--- config.mk ---
export PLATFORM = sky130hd
export DESIGN_NAME = reg32_ad
export DESIGN_NICKNAME = d
export VERILOG_FILES = /design/src/rtl/reg32_ad_pkg.sv /design/src/rtl/reg32_ad_entry.sv /design/src/rtl/reg32_ad.sv
export SDC_FILE = /design/constraint.sdc
export NUM_CORES = 1
export LEC_CHECK = 0
export ABC_AREA = 1
export CELL_PAD_IN_SITES_DETAIL_PLACEMENT = 1
export CELL_PAD_IN_SITES_GLOBAL_PLACEMENT = 2
export CORE_AREA = 3 3 418 420
export CTS_CLUSTER_DIAMETER = 120
export DETAILED_ROUTE_END_ITERATION = 12
export DIE_AREA = 0 0 421 423
export GPL_TIMING_DRIVEN = 0
export PLACE_DENSITY_LB_ADDON = 0.1
export SYNTH_ARGS = -nofsm -noshare
export SYNTH_HDL_FRONTEND = slang
export SYNTH_SLANG_ARGS = --single-unit
--- constraint.sdc ---
create_clock -name clk -period 2.14 [get_ports clk]
set_input_delay 0.321 -clock clk [delete_from_list [all_inputs] [get_ports clk]]
set_output_delay 0.321 -clock clk [all_outputs]
set_load 0.005 [all_outputs]
--- src/rtl/reg32_ad_pkg.sv ---
// Shared constants and types for the reg32_ad register bank.
// Holds the entry count, index width and default data width.
package reg32_ad_pkg;

    localparam int NUM_ENTRIES = 16;
    localparam int IDX_W       = 4;
    localparam int WIDTH       = 32;

    typedef logic [WIDTH-1:0] word_t;
    typedef logic [IDX_W-1:0] idx_t;

endpackage

--- src/rtl/reg32_ad_entry.sv ---
// One register-bank entry: a WIDTH-bit register with a synchronous
// active-high clear and a load enable.
module reg32_entry
    import reg32_ad_pkg::*;
#(
    parameter int WIDTH = reg32_ad_pkg::WIDTH
) (
    input  logic             clk,
    input  logic             reset,
    input  logic             load,
    input  logic [WIDTH-1:0] d,
    output logic [WIDTH-1:0] q
);

    // NOTE: non-blocking assignment for flop state, so every reader sees the pre-edge value.
    always_ff @(posedge clk) begin
        if (reset) begin
            q <= '0;
        end else if (load) begin
            q <= d;
        end
    end

endmodule

--- src/rtl/reg32_ad.sv ---
// Sixteen-entry register bank: each entry captures only its own data_in<k> on
// an addressed write; a registered 16:1 read port drives the shared bus.
module reg32_ad
    import reg32_ad_pkg::*;
#(
    parameter int WIDTH = reg32_ad_pkg::WIDTH
) (
    input  logic             clk,
    input  logic             reset,
    input  logic             write_en,
    input  logic [3:0]       write_line,
    input  logic             read_en,
    input  logic [3:0]       read_line,
    input  logic [WIDTH-1:0] data_in0,
    input  logic [WIDTH-1:0] data_in1,
    input  logic [WIDTH-1:0] data_in2,
    input  logic [WIDTH-1:0] data_in3,
    input  logic [WIDTH-1:0] data_in4,
    input  logic [WIDTH-1:0] data_in5,
    input  logic [WIDTH-1:0] data_in6,
    input  logic [WIDTH-1:0] data_in7,
    input  logic [WIDTH-1:0] data_in8,
    input  logic [WIDTH-1:0] data_in9,
    input  logic [WIDTH-1:0] data_in10,
    input  logic [WIDTH-1:0] data_in11,
    input  logic [WIDTH-1:0] data_in12,
    input  logic [WIDTH-1:0] data_in13,
    input  logic [WIDTH-1:0] data_in14,
    input  logic [WIDTH-1:0] data_in15,
    output logic [WIDTH-1:0] data_out0,
    output logic [WIDTH-1:0] data_out1,
    output logic [WIDTH-1:0] data_out2,
    output logic [WIDTH-1:0] data_out3,
    output logic [WIDTH-1:0] data_out4,
    output logic [WIDTH-1:0] data_out5,
    output logic [WIDTH-1:0] data_out6,
    output logic [WIDTH-1:0] data_out7,
    output logic [WIDTH-1:0] data_out8,
    output logic [WIDTH-1:0] data_out9,
    output logic [WIDTH-1:0] data_out10,
    output logic [WIDTH-1:0] data_out11,
    output logic [WIDTH-1:0] data_out12,
    output logic [WIDTH-1:0] data_out13,
    output logic [WIDTH-1:0] data_out14,
    output logic [WIDTH-1:0] data_out15,
    output logic [WIDTH-1:0] data_out_bus
);

    logic [WIDTH-1:0]       din   [NUM_ENTRIES];
    logic [WIDTH-1:0]       q     [NUM_ENTRIES];
    logic [NUM_ENTRIES-1:0] load;
    logic [WIDTH-1:0]       rd_word;
    idx_t                   wr_idx;
    idx_t                   rd_idx;

    assign wr_idx = write_line;
    assign rd_idx = read_line;

    assign din[0]  = data_in0;
    assign din[1]  = data_in1;
    assign din[2]  = data_in2;
    assign din[3]  = data_in3;
    assign din[4]  = data_in4;
    assign din[5]  = data_in5;
    assign din[6]  = data_in6;
    assign din[7]  = data_in7;
    assign din[8]  = data_in8;
    assign din[9]  = data_in9;
    assign din[10] = data_in10;
    assign din[11] = data_in11;
    assign din[12] = data_in12;
    assign din[13] = data_in13;
    assign din[14] = data_in14;
    assign din[15] = data_in15;

    // write_en gates the decode, so an unknown write_line while idle loads nothing.
    for (genvar k = 0; k < NUM_ENTRIES; k++) begin : g_entry
        assign load[k] = write_en & (wr_idx == idx_t'(k));

        reg32_entry #(.WIDTH(WIDTH)) u_entry (
            .clk   (clk),
            .reset (reset),
            .load  (load[k]),
            .d     (din[k]),
            .q     (q[k])
        );
    end

    assign data_out0  = q[0];
    assign data_out1  = q[1];
    assign data_out2  = q[2];
    assign data_out3  = q[3];
    assign data_out4  = q[4];
    assign data_out5  = q[5];
    assign data_out6  = q[6];
    assign data_out7  = q[7];
    assign data_out8  = q[8];
    assign data_out9  = q[9];
    assign data_out10 = q[10];
    assign data_out11 = q[11];
    assign data_out12 = q[12];
    assign data_out13 = q[13];
    assign data_out14 = q[14];
    assign data_out15 = q[15];

    // NOTE: default assignment first so the combinational mux never infers a latch.
    always_comb begin
        rd_word = '0;
        for (int k = 0; k < NUM_ENTRIES; k++) begin
            if (rd_idx == idx_t'(k)) begin
                rd_word = q[k];
            end
        end
    end

    // The mux sees pre-edge entry values, giving read-before-write on a shared edge.
    always_ff @(posedge clk) begin
        if (reset) begin
            data_out_bus <= '0;
        end else if (read_en) begin
            data_out_bus <= rd_word;
        end
    end

endmodule

==> impl_metrics.json <==
{
  "dpl_worst_slack_ps": -3120,
  "ys_types": 17,
  "syn2layout_area_growth_pct": 83.3,
  "worstSkewPairLatency_ps": 690,
  "setup_slack_ps": -399,
  "grt_pass1_wl_um": 261000,
  "power_frac_comb": 0.114,
  "vias": 27200,
  "sw_frac_of_total": 0.275,
  "chipHeight_um": 423,
  "multi_input_area_sq_um": 11200,
  "wl_met3_um": 10400,
  "setup_viol": 19,
  "coreArea_sq_um": 171000,
  "synth_flop_cell": "dfxtp_1",
  "synth_cells": 3231,
  "synth_top_area_frac": 0.487,
  "synth_most_common_cell": "nor2_1",
  "reg2reg_to": "data_out_bus[10]",
  "clk_path_buf_depth": 3,
  "hold_depth": 2,
  "p_switching_uw": 7650,
  "r2r_setup_slack_ps": -400,
  "p_total_uw": 27800,
  "synth_commonest_cells": "nor2_1, o21ai_0, dfxtp_1",
  "clock_power_share": 0.506,
  "seqCellArea_sq_um": 11000,
  "status": "finished, violations left",
  "synth.avg_cell_area_sq_um": 6.92,
  "io_buffers": 1066,
  "failed_checks": "negative setup slack",
  "htreeDepth": 3,
  "grt.total_usage": 0.213,
  "wl_met1_um": 76400,
  "p_int_uw": 20200,
  "avgRoutedWirePerCell_um": 28.8,
  "nets": 4963,
  "syn_area_sq_um": 22400,
  "drt_drc_violations_left": 0,
  "end_kind": "flip-flop",
  "yosysSeqAreaShare": 0.487,
  "fill_cells": 20300,
  "period_share": 1.19,
  "power_density_nw_per_um2": 678,
  "cp-start-kind": "flip-flop",
  "die_w_um": 421,
  "synth_area_leaders": "dfxtp_1, nor2_1, o21ai_0",
  "initial_core_util": 0.131,
  "routed.top_layer": "met5",
  "num_rows": 152,
  "yosys_warnings": 0,
  "ir_worst_vdd_v": 0.000522,
  "hold_class": "input port to flip-flop",
  "maxCapViolations": 0,
  "gp_congestion": 0.799,
  "worstRegToRegCells": 10,
  "synth_nets": 3755,
  "ant_nets": 0,
  "clock_skew_ps": 32.0,
  "vias_per_cell": 3.99,
  "grt_pass1_vias": 28900,
  "seq_power_share": 0.380,
  "grt_max_degree": 13,
  "grt_overflow_total": 0,
  "tightestPinTransition_ps": 955,
  "cp.required_ps": 2690,
  "dp_hpwl_um": 162000,
  "pin_count": 1068,
  "async_flop_share": 0,
  "cts.sinks": 544,
  "p_leak_uw": 0.0154,
  "clock-root-buffer": "clkbuf_16",
  "dr.pass1.iters": 5,
  "dieArea_sq_um": 178000,
  "min_from": "reset",
  "cp_max_fo": 3,
  "cts_hold_buf": 0,
  "yosysTopAreaCell": "dfxtp_1",
  "arrival_ps": 3090,
  "relSlewSlack": 0.363,
  "reg2reg_from": "g_entry[0].u_entry.q[10]",
  "drive_gt1_frac": 0.127,
  "rsz0062_at_grt": "true",
  "cts-buffers-inserted": 80,
  "antenna_found_initial": 62,
  "hold_viol_final": 0,
  "drv_slew": 0,
  "met2_length_um": 105000,
  "clk_pin_slew_ps": 60,
  "synth_seq_cells": 544,
  "fmax_mhz": 394,
  "cts_tree": "built",
  "synth_edf_count": 0,
  "critical_path_class": "flip-flop to flip-flop",
  "drt-initial-drc-count": 1108,
  "fin_crit_ps": 2540,
  "hold-path-endpoint": "data_out_bus[0]",
  "routed_wl_um": 196000
}
==> worst max path at each step <==
stage / start / end / slack, ps / cells after the start
4_1_cts: g_entry[0].u_entry.q[21] / data_out_bus[21] / -700 / 10
6_report: g_entry[0].u_entry.q[10] / data_out_bus[10] / -400 / 10
3_3_place_gp: read_line[0] / data_out_bus[10] / -3090 / 15
3_5_place_dp: read_line[0] / data_out_bus[10] / -3120 / 15
5_1_grt: g_entry[1].u_entry.q[21] / data_out_bus[21] / -620 / 10
2_1_floorplan: read_line[3] / data_out_bus[11] / 500 / 13
==> flip-flops by register name, summed over array words and instances, names as in the netlist <==
register           cells
data_out_bus          32
g_entry.u_entry.q    512
==> stage by stage <==
step | area [sq um] | TNS [ps] | hold WS (ps) | instances | utilization
after floorplan | 22400 | 0 | 453 | 3231 | -
after global placement | 35900 | -749290 | 455 | 6607 | 0.210
after detailed placement | 35900 | -672060 | 455 | 6607 | 0.210
after CTS | 40600 | -9690 | 50.7 | 6798 | 0.237
after global routing | 41000 | -7260 | 102 | 6814 | 0.239
final | 41000 | -4550 | 123 | 6828 | 0.239
==> power groups by stage <==
stage	clock network [uW]	logic, uW	registers (uW)
final	14100	3180	10600
after global routing	14900	3430	10600
after CTS	14600	3250	10600
after detailed placement	0	3060	10800
after global placement	0	3070	10800
after floorplan	0	707	10700
==> per-layer routing <==
layer,vias to the layer above,track usage
li1,12900,-
met1,13300,0.234
met2,771,0.408
met3,222,0.0515
met4,24,0.0489
met5,-,0
==> layout by cell type, fill, tap and decap left out, drive strengths merged, types with 9 or more instances in the layout <==
cell type      Yosys  final
diode              0     20
o21ai            549    549
inv              253    256
a21oi            314    314
nand2            428    428
clkdlybuf4s50      0   1051
dlygate4sd2        0      9
nand4             75     75
nor2             781    781
buf               13     80
dfxtp            544    544
clkbuf           198    316
nand3             61     61
clkinv             7     18
==> cell families (layout without fill, tap and decap cells) <==
group / after synthesis / after routing / synth area share
other: 0 / 20 / 0
AOI/OAI and AO/OA: 867 / 867 / 0.194
buffers and inverters: 471 / 1738 / 0.0800
DFF: 544 / 544 / 0.487
and+or+nand+nor: 1349 / 1349 / 0.239
==> critical path, cell delays in order, from the launching register on <==
cell and delay [ps]:
dfxtp_4 360, nand2_4 60, nand3_4 80, nor2_4 200
nand4_1 330, nor2_4 360, nand4_1 330, nor2_4 270
nand4_1 200, nand2_1 120, a21oi_1 60
==> area by class of cell <==
cell class              instances  area share
well taps                    2310      0.0705
multi-input cells            2216       0.274
clock inverters                20     0.00668
diodes                         20     0.00122
plain buffers                 211      0.0234
flip-flops and latches        544       0.268
repair buffers               1126       0.273
inverters                     260      0.0242
clock buffers                 121      0.0592
==> repair_timing <==
| action | 4_1_cts | 5_1_grt |
|---|---|---|
| resized for setup | 497 | 108 |
| setup buffers | 50 | 10 |
| setup endpoints to repair | 523 | 303 |
| endpoints found under the hold margin | 0 | 0 |
| pin swaps | 194 | 154 |
No activity file was read; power rests on OpenSTA's default activity.
